<file path="src/rtl/mem_arbiter.sv">
// mem_arbiter: shares one memory port between instruction fetch (IFU, read-only)
// and load/store (LSU, read/write). One transaction is in flight at a time;
// round-robin tie break; watchdog turns a hung slave into an error response.
//
// Ports:
//   clk, rst                 clock, asynchronous active-low reset
//   if_valid/if_ready/if_addr         IFU request handshake
//   if_rvalid/if_rdata/if_err         IFU response (one-cycle pulse, data held)
//   ls_valid/ls_ready/ls_addr/ls_wen/ls_wdata/ls_wmask   LSU request
//   ls_rvalid/ls_rdata/ls_err         LSU response (one-cycle pulse, data held)
//   m_valid/m_ready/m_addr/m_wen/m_wdata/m_wmask         slave request
//   m_rvalid/m_rdata                  slave response
module mem_arbiter #(
  parameter int AW      = 32,
  parameter int DW      = 32,
  parameter int TIMEOUT = 255
) (
  input  logic            clk,
  input  logic            rst,
  input  logic            if_valid,
  output logic            if_ready,
  input  logic [AW-1:0]   if_addr,
  output logic            if_rvalid,
  output logic [DW-1:0]   if_rdata,
  output logic            if_err,
  input  logic            ls_valid,
  output logic            ls_ready,
  input  logic [AW-1:0]   ls_addr,
  input  logic            ls_wen,
  input  logic [DW-1:0]   ls_wdata,
  input  logic [DW/8-1:0] ls_wmask,
  output logic            ls_rvalid,
  output logic [DW-1:0]   ls_rdata,
  output logic            ls_err,
  output logic            m_valid,
  input  logic            m_ready,
  output logic [AW-1:0]   m_addr,
  output logic            m_wen,
  output logic [DW-1:0]   m_wdata,
  output logic [DW/8-1:0] m_wmask,
  input  logic            m_rvalid,
  input  logic [DW-1:0]   m_rdata
);

  localparam int CW = $clog2(TIMEOUT + 1);
  // The counter is 0 in the first REQ cycle; expiring when it holds TIMEOUT-2
  // puts the error response exactly TIMEOUT cycles after capture.
  localparam logic [CW-1:0] LAST = CW'(TIMEOUT - 2);

  typedef enum logic [1:0] {IDLE, REQ, WAIT, RESP} state_t;
  typedef enum logic {OWN_IF = 1'b0, OWN_LS = 1'b1} own_t;

  state_t        state, state_nx;
  own_t          owner, rr_last;
  logic [CW-1:0] count;
  logic          gnt_if, gnt_ls, done, expire, to_resp;
  logic [DW-1:0] rsp_data;

  always_comb begin
    state_nx = state;
    gnt_if   = 1'b0;
    gnt_ls   = 1'b0;
    done     = 1'b0;
    expire   = 1'b0;
    case (state)
      IDLE: begin
        gnt_if = if_valid && (!ls_valid || rr_last == OWN_LS);
        gnt_ls = ls_valid && (!if_valid || rr_last == OWN_IF);
        if (gnt_if || gnt_ls) state_nx = REQ;
      end
      REQ: begin
        // A response in the same cycle as acceptance completes directly.
        done   = m_ready && m_rvalid;
        expire = !done && (count == LAST);
        if (done || expire) state_nx = RESP;
        else if (m_ready)   state_nx = WAIT;
      end
      WAIT: begin
        done   = m_rvalid;
        expire = !done && (count == LAST);
        if (done || expire) state_nx = RESP;
      end
      RESP: state_nx = IDLE;
      default: state_nx = IDLE;
    endcase
  end

  // Ready is combinational from the valids; gated so it reads 0 during reset.
  assign if_ready  = rst && gnt_if;
  assign ls_ready  = rst && gnt_ls;
  assign if_rvalid = (state == RESP) && (owner == OWN_IF);
  assign ls_rvalid = (state == RESP) && (owner == OWN_LS);

  assign to_resp  = done || expire;
  assign rsp_data = (expire || m_wen) ? '0 : m_rdata;

  always_ff @(posedge clk or negedge rst) begin
    if (!rst) begin
      state   <= IDLE;
      owner   <= OWN_IF;
      rr_last <= OWN_LS;
      count   <= '0;
    end else begin
      state <= state_nx;
      if (gnt_if || gnt_ls) begin
        owner   <= gnt_ls ? OWN_LS : OWN_IF;
        rr_last <= gnt_ls ? OWN_LS : OWN_IF;
        count   <= '0;
      end else if (state == REQ || state == WAIT) begin
        count <= count + CW'(1);
      end
    end
  end

  always_ff @(posedge clk or negedge rst) begin
    if (!rst) begin
      m_valid <= 1'b0;
      m_addr  <= '0;
      m_wen   <= 1'b0;
      m_wdata <= '0;
      m_wmask <= '0;
    end else if (gnt_ls) begin
      m_valid <= 1'b1;
      m_addr  <= ls_addr;
      m_wen   <= ls_wen;
      m_wdata <= ls_wdata;
      m_wmask <= ls_wmask;
    end else if (gnt_if) begin
      m_valid <= 1'b1;
      m_addr  <= if_addr;
      m_wen   <= 1'b0;
      m_wdata <= '0;
      m_wmask <= '0;
    end else if (state == REQ && state_nx != REQ) begin
      m_valid <= 1'b0;
    end
  end

  always_ff @(posedge clk or negedge rst) begin
    if (!rst) begin
      if_rdata <= '0;
      if_err   <= 1'b0;
      ls_rdata <= '0;
      ls_err   <= 1'b0;
    end else if (to_resp) begin
      if (owner == OWN_IF) begin
        if_rdata <= rsp_data;
        if_err   <= expire;
      end else begin
        ls_rdata <= rsp_data;
        ls_err   <= expire;
      end
    end
  end

endmodule

</file>
<file path="config.mk">
export PLATFORM = sky130hd
export DESIGN_NAME = mem_arbiter
export DESIGN_NICKNAME = d
export VERILOG_FILES = /design/src/rtl/mem_arbiter.sv
export SDC_FILE = /design/constraint.sdc
export NUM_CORES = 1
export LEC_CHECK = 0
export ABC_CLOCK_PERIOD_IN_PS = 3080
export BUFFER_PORTS_ARGS = -buffer_cell sky130_fd_sc_hd__buf_2
export CAP_MARGIN = 5
export CORE_MARGIN = 1
export CORE_UTILIZATION = 35
export DETAILED_ROUTE_END_ITERATION = 12
export HOLD_SLACK_MARGIN = 0.08
export PLACE_DENSITY = 0.59
export SETUP_SLACK_MARGIN = 0.2
export SLEW_MARGIN = 20
export SYNTH_ARGS = -nofsm -noshare
export SYNTH_HDL_FRONTEND = slang
export SYNTH_SLANG_ARGS = --single-unit
</file>
<file path="constraint.sdc">
create_clock -name clk -period 3.08 [get_ports clk]
set_clock_uncertainty 0.15 [all_clocks]
set_input_delay 0.308 -clock clk [delete_from_list [all_inputs] [get_ports clk]]
set_output_delay 0.308 -clock clk [all_outputs]
set_load 0.02 [all_outputs]
</file>
Yosys cells after proc, flatten, opt, wreduce, memory -nomap -nowiden:

Index checks and enable logic that the tools add are counted.

* bits in registers: 148
* input port bits: 139
* output and inout port bits: 140
* word-level logic and storage cells: 74

* add/subtract/negate cells: 1
* eq/ne operators: 5
* multiplexer cells: 24
* bitwise gates (word level): 2
* reductions and logical operators: 29

Operators by type and width (count)
* $mux W32: 5
* $mux W8: 2
* $logic_and A1 B1 Y1: 10
* $logic_or A1 B1 Y1: 9
* $add A8 B1 Y8 const B: 1
* $eq A8 B8 Y1 const B: 1
* $mux W1: 8
* $mux W2: 4
* $mux W4: 2
* $pmux W2 S4: 1
* $eq A2 B2 Y1 const B: 2
* $logic_not A1 Y1: 4
* $pmux W1 S2: 2
* $reduce_and A2 Y1: 2
* $reduce_bool A2 Y1: 2
* $reduce_bool A3 Y1: 1
* $eq A2 B1 Y1 const B: 1
* $logic_not A2 Y1: 1
* $ne A2 B1 Y1 const B: 1
* $not A1 Y1: 2

Logic depth before layout (Yosys ltp):

Gate-level depths: netlist (run 1).

* depth in word-level cells: 11
* depth in mapped cells: 9
* mapped depth without buffers: 6

Worst setup path after synthesis (run 1):

Ideal clock, no wire load.

* path kind: register to register
* start point: register state[0]
* end point: register ls_rdata[22]
* library setup time: 0.123 ns
* arrival: 1.876 ns
* required time: 2.807 ns
* slack: 0.931 ns
* cell stages (with the launch flop): 9
* path buffers: 2
* path through: dfrtp_1 > inv_1 > ha_1 > buf_2 > inv_1 > a2111oi_4 > nand3b_1 > buf_2 > o2bb2ai_1

* cells in the longest elaborated chain, start to end: 4
* elaborated cells on any way between the ends: 8
* those cells by class: 2 x eq/ne; 3 x mux; 3 x reduce/logical

Ends and longest elaborated chain
* start, declared: line 53 `state_t state, state_nx;`
* start signal, assigned: line 104 `state <= state_nx;`
* $eq A2 B2 Y1 or $eq A2 B1 Y1 (tied branches): line 65 `case (state)`
* $pmux W1 S2: line 65
* $logic_or A1 B1 Y1 (on tied branches): line 95, 94
* $mux W32 or $reduce_and A2 Y1 (tied branches)
* end signal, assigned: line 150 `ls_rdata <= rsp_data;`
* end, declared: line 33 `output logic [DW-1:0] ls_rdata,`

Parallel ways exist; a longest one is shown, timed or not.
A chain may end at the register's enable or synchronous reset.

Worst setup path after layout (run 1):

* start point: register state[0]
* end point: register m_addr[28]

* cells in the longest elaborated chain, start to end: 3
* elaborated cells on any way between the ends: 5
* those cells by class: 3 x mux; 2 x reduce/logical

Ends and longest elaborated chain
* $logic_not A2 Y1 *: line 65
* $mux W1: line 65
* $mux W32 or $reduce_bool A2 Y1 (tied branches)
* end signal, assigned: line 124 `m_addr <= ls_addr;`
* end signal, assigned: line 130 `m_addr <= if_addr;`
* end, declared: line 37 `output logic [AW-1:0] m_addr,`

Every way passes the cells marked *; elsewhere a longest branch is shown, timed or not.

==> results of run 1 <==
==> area by class of cell <==
type	instances	area, sq um
Timing Repair Buffer	426	2840
Sequential cell	148	3700
Clock inverter	10	125
Clock buffer	21	460
Inverter	6	22.5
Multi-Input combinational cell	314	2280
Fill cell	1432	7520
Tap cell	225	282
==> worst paths after layout <==
path / from / to / slack [ps]
worst max-delay path: state[0] / m_addr[28] / 360
worst min-delay path: m_rvalid / if_err / 110
worst max register to register: state[0] / m_addr[28] / 360
worst min register to register: m_addr[5] / m_addr[5] / 330
max in group asynchronous: rst / if_rdata[11] / 1490
min in group asynchronous: rst / if_rdata[3] / 280
==> placed cells by master (no fill, tap or decap), drive strengths merged, types with 8 or more instances in the layout <==
cell,count
a22o,38
buf,292
clkbuf,21
dfrtp,147
dlygate4sd3,134
ha,8
inv,8
mux2i,32
nand2,40
nand2b,34
nor2,12
o21ai,41
o2bb2ai,64
==> cell families (layout without fill, tap and decap cells) <==
| logic type | after synthesis | in the layout | share of synthesized area [%] |
|---|---|---|---|
| AND/OR/NAND/NOR | 109 | 109 | 9.00 |
| XOR/XNOR | 5 | 5 | 0.713 |
| AO/OA/AOI/OAI | 160 | 160 | 20.0 |
| multiplexers | 32 | 32 | 5.21 |
| buffers and inverters | 44 | 463 | 3.20 |
| adder cells (fa/ha/maj) | 8 | 8 | 1.63 |
| flip-flops | 148 | 148 | 60.3 |
==> routing by layer <==
metal | share of wire, % | global-route usage [%]
met3 | 6.1 | 5.33
met4 | 1.5 | 7.18
met5 | 0 | 0
met1 | 42 | 26.3
met2 | 50 | 37.3
==> critical path: stages (launching register included) <==
cell and delay, ps:
dfrtp_1 430, inv_1 150, ha_2 270, nand2_1 120
a21oi_4 310, buf_4 270, mux2i_1 240, dlygate4sd3_1 570
o21ai_0 70
==> sequential cells by signal, summed over array words and instances, names as in the netlist <==
name / count
m_wen: 1
owner: 1
state: 2
ls_rdata: 32
m_wdata: 32
rr_last: 1
ls_err: 1
m_wmask: 4
m_addr: 32
m_valid: 1
count: 8
if_err: 1
if_rdata: 32
==> metrics by stage <==
stage | setup slack [ps] | total power [mW] | util [%]
after floorplan | 931 | 5.93 | -
after detailed placement | 480 | 7.41 | 45.2
final | 362 | 9.69 | 56.4
after CTS | 335 | 9.71 | 56.4
after global placement | 621 | 7.31 | 45.2
after global routing | 201 | 10.3 | 56.4
==> timing repair <==
action | 4_1_cts | 5_1_grt
setup endpoints to repair | 0 | 23
setup buffers | 0 | 0
hold endpoints to repair | 186 | 0
resized for setup | 0 | 1
hold buffers | 134 | 0
==> report_power, final <==
part	internal (mW)	total, mW	switching, mW	leakage, nW
clock network	1.24	2.05	0.812	0.272
registers	2.81	3.38	0.573	1.89
logic	1.73	4.26	2.53	2.65
total	5.77	9.69	3.91	4.81
==> summary.md, run 1 <==
| Metric | Value |
|---|---|
| Slew headroom | `47.1%` |
| Worst Hold Class | `input port to flip-flop` |
| Non-Filler Instances | `1150` |
| CTS H-Tree Depth | `4` |
| Vias in the first global route | `5956` |
| Syn Std Cell Area | `6150 sq um` |
| Global Route Usage Sum | `21.6%` |
| Number of cells produced by synthesis | `506` |
| Top post-synthesis cells by area | `dfrtp_1 (60%), o2bb2ai_1 (9.1%), a22o_1 (5.4%)` |
| Synth area leader | `dfrtp_1` |
| Async SR Flop Fraction | `100%` |
| First DRT Iteration DRCs | `270` |
| Post-synth top flop | `dfrtp_1` |
| Cell area after layout | `9720 sq um` |
| Status | `completed` |
| Total negative slack | `0 ps` |
| Ports | `279` |
| Count leader, synth | `dfrtp_1` |
| Final setup violation count | `0` |
| Die width | `135 um` |
| Synth Register Bits | `148` |
| Synth top cells by count | `dfrtp_1 (147), o2bb2ai_1 (64), nand2_1 (40), o21ai_0 (40), a22o_1 (38)` |
| CTS clk-pin slew, worst paths | `60 ps` |
| Post-synth top area share | `59.8%` |
| Core Region | `17200 sq um` |
| GRT overflow | `0` |
| Final ANT Viol Nets | `0` |
| Register area share after synthesis | `60.3%` |
| Crit Path Max Fanout | `11` |
| First-pass GRT wire length | `30300 um` |
| Worst Hold Path Cells | `4` |
| Post-synth EDFFs | `0` |
| Power Dens Cells | `997 nW/um^2` |
| PortBufs | `278` |
| DR pass1 iterations | `6` |
| Clk Latency, worst-skew pair | `420 ps` |
| CTS tree | `yes` |
| Pin count of the biggest net entering global routing | `58` |
| Initial Utilization | `35.7%` |
| CTS buffer count | `17` |
| WL/cell | `16.6 um` |
| Static Leakage | `4.81 nW` |
| CP Launch Type | `flip-flop` |
| Area of placed instances | `7790 sq um` |
| Final Slew Violations | `0` |
| Via/cell ratio | `4.97` |
| Final #Nets | `1060` |
| Period Utilization, post-route | `88.2%` |
| Critical Path RT | `3220 ps` |
| Crit end category | `flip-flop` |
| Total Wirelength | `19100 um` |
| Row count | `48` |
| VDD IR max | `0.508 mV` |
| Drt drc | `0` |
| Die area | `18100 sq um` |
| Net count after synthesis | `653` |
| Unrepaired setup endpoints after global routing | `yes` |
| Post-DP HPWL | `12100 um` |
| Final hold vios | `0` |
| Ant. Diodes | `0` |
| Total of max-cap violations | `0` |
| Area growth from synthesis to layout | `58.1%` |
| Placed cells | `985` |
| CTS Buffer Depth | `2` |
| Crit path kind | `flip-flop to flip-flop` |
| Clock sinks | `148` |
| Final Critical Period | `2720 ps` |
| Vias | `5710` |
| Worst Reg-to-Reg Cells | `8` |
| Synthesis warning total | `0` |
| Ratio of cells with drive above 1 in the final layout | `35.7%` |
| Initial antenna violation count | `0` |
| Worst-margin pin slew | `794 ps` |
| Die height | `135 um` |
| Yosys cell types | `36` |
| Max Freq | `368 MHz` |
| CTS root buffer | `clkbuf_16` |
| GPL Wtd Cong | `0.759` |
| Hold slack | `108 ps` |
| Syn avg cell area | `12.1 sq um` |
| Arrival @ worst endpoint | `2860 ps` |
No activity file was read; power rests on OpenSTA's default activity.
==> inputs of run 2 (changes only) <==
--- a/config.mk
+++ b/config.mk
@@ -9,10 +9,10 @@
 export BUFFER_PORTS_ARGS = -buffer_cell sky130_fd_sc_hd__buf_2
 export CAP_MARGIN = 5
 export CORE_MARGIN = 1
-export CORE_UTILIZATION = 35
+export CORE_UTILIZATION = 29
 export DETAILED_ROUTE_END_ITERATION = 12
 export HOLD_SLACK_MARGIN = 0.08
-export PLACE_DENSITY = 0.59
+export PLACE_DENSITY = 0.5
 export SETUP_SLACK_MARGIN = 0.2
 export SLEW_MARGIN = 20
 export SYNTH_ARGS = -nofsm -noshare
==> constraint.sdc (replaced) <==
create_clock -name clk -period 3.08 [get_ports clk]
set_clock_uncertainty 0.15 [all_clocks]
set_input_delay 0.616 -clock clk [delete_from_list [all_inputs] [get_ports clk]]
set_output_delay 0.616 -clock clk [all_outputs]
set_load 0.02 [all_outputs]
==> run 2 against run 1 <==
Via count fell by 12%. Combinational power fell by 5.2%. Critical path depth is 2 lower. Sequential share of layout area rose by 5.5 points. Core utilization fell by 15 points. Non-clock buffer count decreased by 133. Global-route usage decreased by 4.7 points. Cell count fell by 7.6%. Worst setup slack gained 12 ps. Hold slack gained 160 ps. First-iteration DRC count fell by 51%. Register-to-register slack improved by 140 ps. Highest routed layer unchanged.
==> summary.md, run 2 (synthesis gave the netlist of run 1 again) <==
| Metric | Value |
|---|---|
| CP Launch Type | `flip-flop` |
| Slew headroom | `39.0% (-8.1 points)` |
| Initial antenna violation count | `0 (unchanged)` |
| Final hold vios | `0 (unchanged)` |
| Worst Reg-to-Reg Cells | `7 (-1)` |
| Final Critical Period | `2710 ps (-12.3 ps)` |
| Hold slack | `266 ps (+158 ps)` |
| Ant. Diodes | `0 (unchanged)` |
| Die height | `148 um (+9.7%)` |
| Ratio of cells with drive above 1 in the final layout | `41.7% (+6.1 points)` |
| Fillers | `2023 (+41%)` |
| Non-Filler Instances | `1063 (-7.6%)` |
| First-pass GRT wire length | `28400 um (-6.3%)` |
| CTS clk-pin slew, worst paths | `70 ps (about the same)` |
| Power Dens Cells | `1130 nW/um^2 (+13%)` |
| CTS tree | `yes` |
| Max Freq | `370 MHz (+0.45%)` |
| Die area | `21800 sq um (+20%)` |
| CTS H-Tree Depth | `4 (unchanged)` |
| Commonest non-fill, non-tap cell in the layout | `buf_2` |
| Via/cell ratio | `4.71 (-5.1%)` |
| GRT overflow | `0 (unchanged)` |
| Arrival @ worst endpoint | `1940 ps (-920 ps)` |
| Worst-margin pin slew | `915 ps (+121 ps)` |
| Final ANT Viol Nets | `0 (unchanged)` |
| Drt drc | `0 (unchanged)` |
| Crit Path Max Fanout | `5 (-6)` |
| GPL Wtd Cong | `0.765 (+0.88%)` |
| Post-DP HPWL | `13000 um (+7.6%)` |
| WL/cell | `16.6 um (+0.31%)` |
| Area growth from synthesis to layout | `38.2%` |
| Worst Hold Path Cells | `2 (-2)` |
| Crit end category | `output pin` |
| Global Route Usage Sum | `16.8% (-4.7 points)` |
| Placed cells | `1030 (+4.6%)` |
| Pin count of the biggest net entering global routing | `73 (+26%)` |
| Unrepaired setup endpoints after global routing | `no` |
| Total Wirelength | `17700 um (-7.3%)` |
| Initial Utilization | `30.0% (-5.7 points)` |
| PortBufs | `278 (unchanged)` |
| Status | `completed` |
| Total of max-cap violations | `0 (unchanged)` |
| Vias | `5011 (-12%)` |
| Clock sinks | `148 (unchanged)` |
| Final setup violation count | `0 (unchanged)` |
| Static Leakage | `4.29 nW (-11%)` |
| Worst Hold Class | `input port to flip-flop` |
| CTS Buffer Depth | `2 (unchanged)` |
| First DRT Iteration DRCs | `132 (-51%)` |
| DR pass1 iterations | `4 (-2)` |
| Ports | `279 (unchanged)` |
| Total power | `9.59 mW (-0.94%)` |
| Total negative slack | `0 ps (unchanged)` |
| Critical Path RT | `2310 ps (-910 ps)` |
| Core Region | `20500 sq um (+19%)` |
| VDD IR max | `0.425 mV (-16%)` |
| CTS root buffer | `clkbuf_16` |
| Crit path kind | `flip-flop to output pin` |
| Final Slew Violations | `0 (unchanged)` |
| Post_cts resized | `0 (unchanged)` |
| Most frequent cells in the layout | `buf_2 (277), dfrtp_1 (147), o2bb2ai_1 (64)` |
| Die width | `148 um (+9.7%)` |
| Vias in the first global route | `5331 (-10%)` |
| CTS buffer count | `17 (unchanged)` |
| Row count | `52 (+8.3%)` |
| Period Utilization, post-route | `87.9% (-0.40 points)` |
| Clk Latency, worst-skew pair | `410 ps (about the same)` |
| Final #Nets | `927 (-13%)` |
run 2: worst max-delay path, cell delays in order, from the launching register on:
cell and delay, ps:
dfrtp_1 430, inv_1 170, ha_1 320, nand2_1 150, a21oi_4 150, and2_1 150
buf_2 160
run 2: routing by layer:
metal  GRT usage, %  vias up  wire length [um]  share of wire [%]
met5              0        -                 0                  0
met4           5.26        0               199                1.1
met1           20.8     2400              7650                 43
met3           5.74       12              1470                8.3
li1               -     2386                 -                  -
met2           27.7      213              8370                 47
run 2: layout make-up:
type | instances | area (sq um) | area share (%)
Clock inverter | 14 | 188 | 2.21
Sequential cell | 148 | 3700 | 43.6
Tap cell | 270 | 338 | 3.98
Inverter | 6 | 22.5 | 0.265
Timing Repair Buffer | 293 | 1540 | 18.1
Multi-Input combinational cell | 314 | 2280 | 26.8
Clock buffer | 18 | 429 | 5.05
run 2: what timing repair did:
item | CTS | global route
setup buffers | 0 | 0
endpoints found under the setup margin | 0 | 21
hold endpoints to repair | 24 | 0
hold buffers | 1 | 0
run 2: path summary, 6_finish.rpt:
kind                             startpoint           end  slack (ps)
min in group asynchronous               rst  ls_rdata[10]         490
worst min-delay path            ls_wdata[5]    m_wdata[5]         270
worst max-delay path               state[0]      ls_ready         370
worst min register to register   m_addr[24]    m_addr[24]         330
worst max register to register     state[1]  ls_rdata[13]         500
max in group asynchronous               rst  if_rdata[12]        1090
run 2: per-stage QoR:
| step | area (sq um) | worst slack [ps] | util, % |
|---|---|---|---|
| after floorplan | 6150 | 694 | - |
| after global placement | 7870 | 525 | 38.4 |
| after detailed placement | 7870 | 398 | 38.4 |
| after CTS | 8500 | 334 | 41.5 |
| after global routing | 8500 | 211 | 41.5 |
| final | 8500 | 374 | 41.5 |
run 2: power by group:
part	total, mW	internal (mW)	switching (mW)	leakage, nW
registers	3.40	2.81	0.591	1.89
clock network	2.16	1.30	0.860	0.292
logic	4.04	1.58	2.46	2.10
total	9.59	5.69	3.91	4.29
==> inputs of run 3 (changes only) <==
--- a/config.mk
+++ b/config.mk
@@ -10,6 +10,7 @@
 export CAP_MARGIN = 5
 export CORE_MARGIN = 1
 export CORE_UTILIZATION = 29
+export CTS_BUF_LIST = sky130_fd_sc_hd__clkbuf_2
 export DETAILED_ROUTE_END_ITERATION = 12
 export HOLD_SLACK_MARGIN = 0.08
 export PLACE_DENSITY = 0.5
==> run 3 against run 2 <==
Core utilization grew 5.5 points. Hold slack better by 13 ps. First-iteration DRC count up 21%. Flip-flop and latch count is the same. Via count grew 14%. Critical path type unchanged. Largest cell class unchanged. Largest power group unchanged.
==> summary.md, run 3 (synthesis gave the netlist of run 1 again) <==
| Metric | Value |
|---|---|
| Final Critical Period | `2690 ps (-15.1 ps)` |
| Core Region | `20500 sq um (unchanged)` |
| FF/Latch Area | `3710 sq um (about the same)` |
| Unrepaired setup endpoints after global routing | `no` |
| Critical Path RT | `2310 ps (about the same)` |
| Max stage delay on crit path | `450 ps (+20 ps)` |
| Crit Path Max Fanout | `5 (unchanged)` |
| Clk Latency, worst-skew pair | `690 ps (+280 ps)` |
| Die width | `148 um (unchanged)` |
| Pin count of the biggest net entering global routing | `73 (unchanged)` |
| CP Launch Type | `flip-flop` |
| Drt drc | `0 (unchanged)` |
| Global Route Usage Sum | `18.0% (+1.1 points)` |
| Area occupied by multi-input gates | `2290 sq um (+0.55%)` |
| Clock sinks | `148 (unchanged)` |
| GRT overflow | `0 (unchanged)` |
| Worst path slowest cell | `dfrtp_1` |
| Ports | `279 (unchanged)` |
| Crit path cell chain | `buf_4 > buf_4 > ha_1 > and2_1 > buf_2` |
| Initial Utilization | `30.0% (unchanged)` |
| Most frequent cells in the layout | `buf_2 (277), dfrtp_1 (146), dlygate4sd3_1 (140)` |
| CTS Buffer Depth | `2 (unchanged)` |
| Met1 Use GR | `21.6% (+0.84 points)` |
| Vias in the first global route | `5992 (+12%)` |
| Vias | `5689 (+14%)` |
| Total Wirelength | `19200 um (+8.6%)` |
| VDD IR max | `0.341 mV (-20%)` |
| Power Dens Cells | `940 nW/um^2 (-17%)` |
| Crit path kind | `flip-flop to output pin` |
| Initial antenna violation count | `1 (+1)` |
| Area growth from synthesis to layout | `56.7%` |
| Crit end category | `output pin` |
| Row count | `52 (unchanged)` |
| CTS buffer count | `17 (unchanged)` |
| Die area | `21800 sq um (unchanged)` |
| Static Leakage | `4.77 nW (+11%)` |
| Worst Hold Class | `input port to asynchronous set/reset pin` |
| First-pass GRT wire length | `30500 um (+7.5%)` |
| Arrival @ worst endpoint | `1920 ps (-20 ps)` |
| Slew headroom | `39.0% (about the same)` |
| Crit path depth | `5 (-1)` |
| PortBufs | `278 (unchanged)` |
| Power Internal | `5.15 mW (-9.5%)` |
| Switching portion of total power | `43.2% (+2.4 points)` |
| Met2 GRT Util | `30.8% (+3.1 points)` |
| Worst path most repeated cell | `buf_4` |
| Combinational power share | `49.0% (+6.9 points)` |
| Worst-margin pin slew | `915 ps (-0.0724 ps)` |
| Final hold vios | `0 (unchanged)` |
| Final Slew Violations | `0 (unchanged)` |
| Status | `completed` |
| Clock Power Share | `13.8% (-8.7 points)` |
| CTS root buffer | `clkbuf_2` |
| First DRT Iteration DRCs | `160 (+21%)` |
| Period Utilization, post-route | `87.4% (-0.49 points)` |
| CTS clk-pin slew, worst paths | `220 ps (+150 ps)` |
| GR peak layer | `met2` |
| Total power | `9.05 mW (-5.6%)` |
| Worst Reg-to-Reg Cells | `8 (+1)` |
| Final ANT Viol Nets | `0 (unchanged)` |
| Final setup violation count | `0 (unchanged)` |
| Ratio of cells with drive above 1 in the final layout | `36.7% (-5.1 points)` |
| CTS tree | `yes` |
| Total negative slack | `0 ps (unchanged)` |
| Flop pwr share | `37.3% (+1.9 points)` |
| Met3 usage | `5.15% (-0.59 points)` |
| DR pass1 iterations | `4 (unchanged)` |
| Die height | `148 um (unchanged)` |
| Psw | `3.91 mW (about the same)` |
| Via/cell ratio | `4.69 (-0.43%)` |
| Largest delay share family, worst path | `buffers and inverters` |
| Critical path buffer and inverter count | `3 (+1)` |
| CTS H-Tree Depth | `4 (unchanged)` |
| Post-DP HPWL | `13000 um (unchanged)` |
| Max Freq | `372 MHz (+0.56%)` |
| Final #Nets | `1075 (+16%)` |
| Fillers | `1903 (-5.9%)` |
| Total of max-cap violations | `0 (unchanged)` |
| WL/cell | `15.8 um (-4.8%)` |
| Commonest non-fill, non-tap cell in the layout | `buf_2` |
| GPL Wtd Cong | `0.765 (unchanged)` |
-- run 3: changes by cell type in the layout (fill, tap and decap cells not counted), sizes merged --
cell,change
diode,+1
buf,+9
dlygate4sd3,+139
-- run 3: worst register-to-register path, delay by kind of cell, from the launching register on --
family / cells / cell delay (ps)
AOI/OAI and AO/OA: 4 / 1120
buffers and inverters: 3 / 510
DFF: 1 / 450
adders and majority gates: 1 / 280
-- run 3: area by class of cell --
class / instances / area share (%)
flip-flops and latches: 148 / 38.5
repair buffers: 441 / 31.1
multi-input cells: 314 / 23.8
well taps: 270 / 3.51
clock inverters: 14 / 1.95
clock buffers: 18 / 0.935
inverters: 6 / 0.234
diodes: 1 / 0.0260
-- run 3: timing repair --
action / 4_1_cts / 5_1_grt
gates resized for setup: 4 / 2
pin swaps: 0 / 1
hold buffers: 141 / 0
endpoints found under the setup margin: 2 / 2
cloned: 0 / 0
buffers inserted: 3 / 5
endpoints found under the hold margin: 197 / 0
-- run 3: per-stage QoR --
stage / util [%] / instance area (sq um) / setup slack (ps) / std cells / hold WS [ps]
2_1_floorplan: - / 6150 / 694 / 506 / 170
3_3_place_gp: 38.4 / 7870 / 525 / 1030 / 308
3_5_place_dp: 38.4 / 7870 / 398 / 1030 / 318
4_1_cts: 46.8 / 9590 / 204 / 1206 / 155
5_1_grt: 47.0 / 9630 / 164 / 1212 / 146
6_report: 47.0 / 9630 / 389 / 1212 / 279
-- run 3: path summary, 6_finish.rpt --
| check | slack (ps) | from | endpoint |
|---|---|---|---|
| min in group clk | 360 | m_addr[24] | m_addr[24] |
| worst max register to register | 460 | state[1] | ls_rdata[9] |
| worst min-delay path | 280 | rst | rr_last |
| worst max-delay path | 390 | state[1] | ls_rvalid |
| worst min register to register | 360 | m_addr[24] | m_addr[24] |
| max in group asynchronous | 1580 | rst | m_wen |
-- run 3: power groups by stage --
stage	logic [mW]	registers, mW	clock network (mW)
floorplan	1.66	4.27	0
global placement	4.02	3.41	0
detailed placement	4.11	3.40	0
CTS	4.42	3.37	1.31
global route	4.79	3.49	1.40
finish	4.43	3.38	1.24
-- run 3: routing by layer --
metal / part of all wire, % / vias up
met5: 0 / -
li1: - / 2684
met1: 42 / 2743
met4: 1.9 / 0
met3: 6.9 / 25
met2: 49 / 237
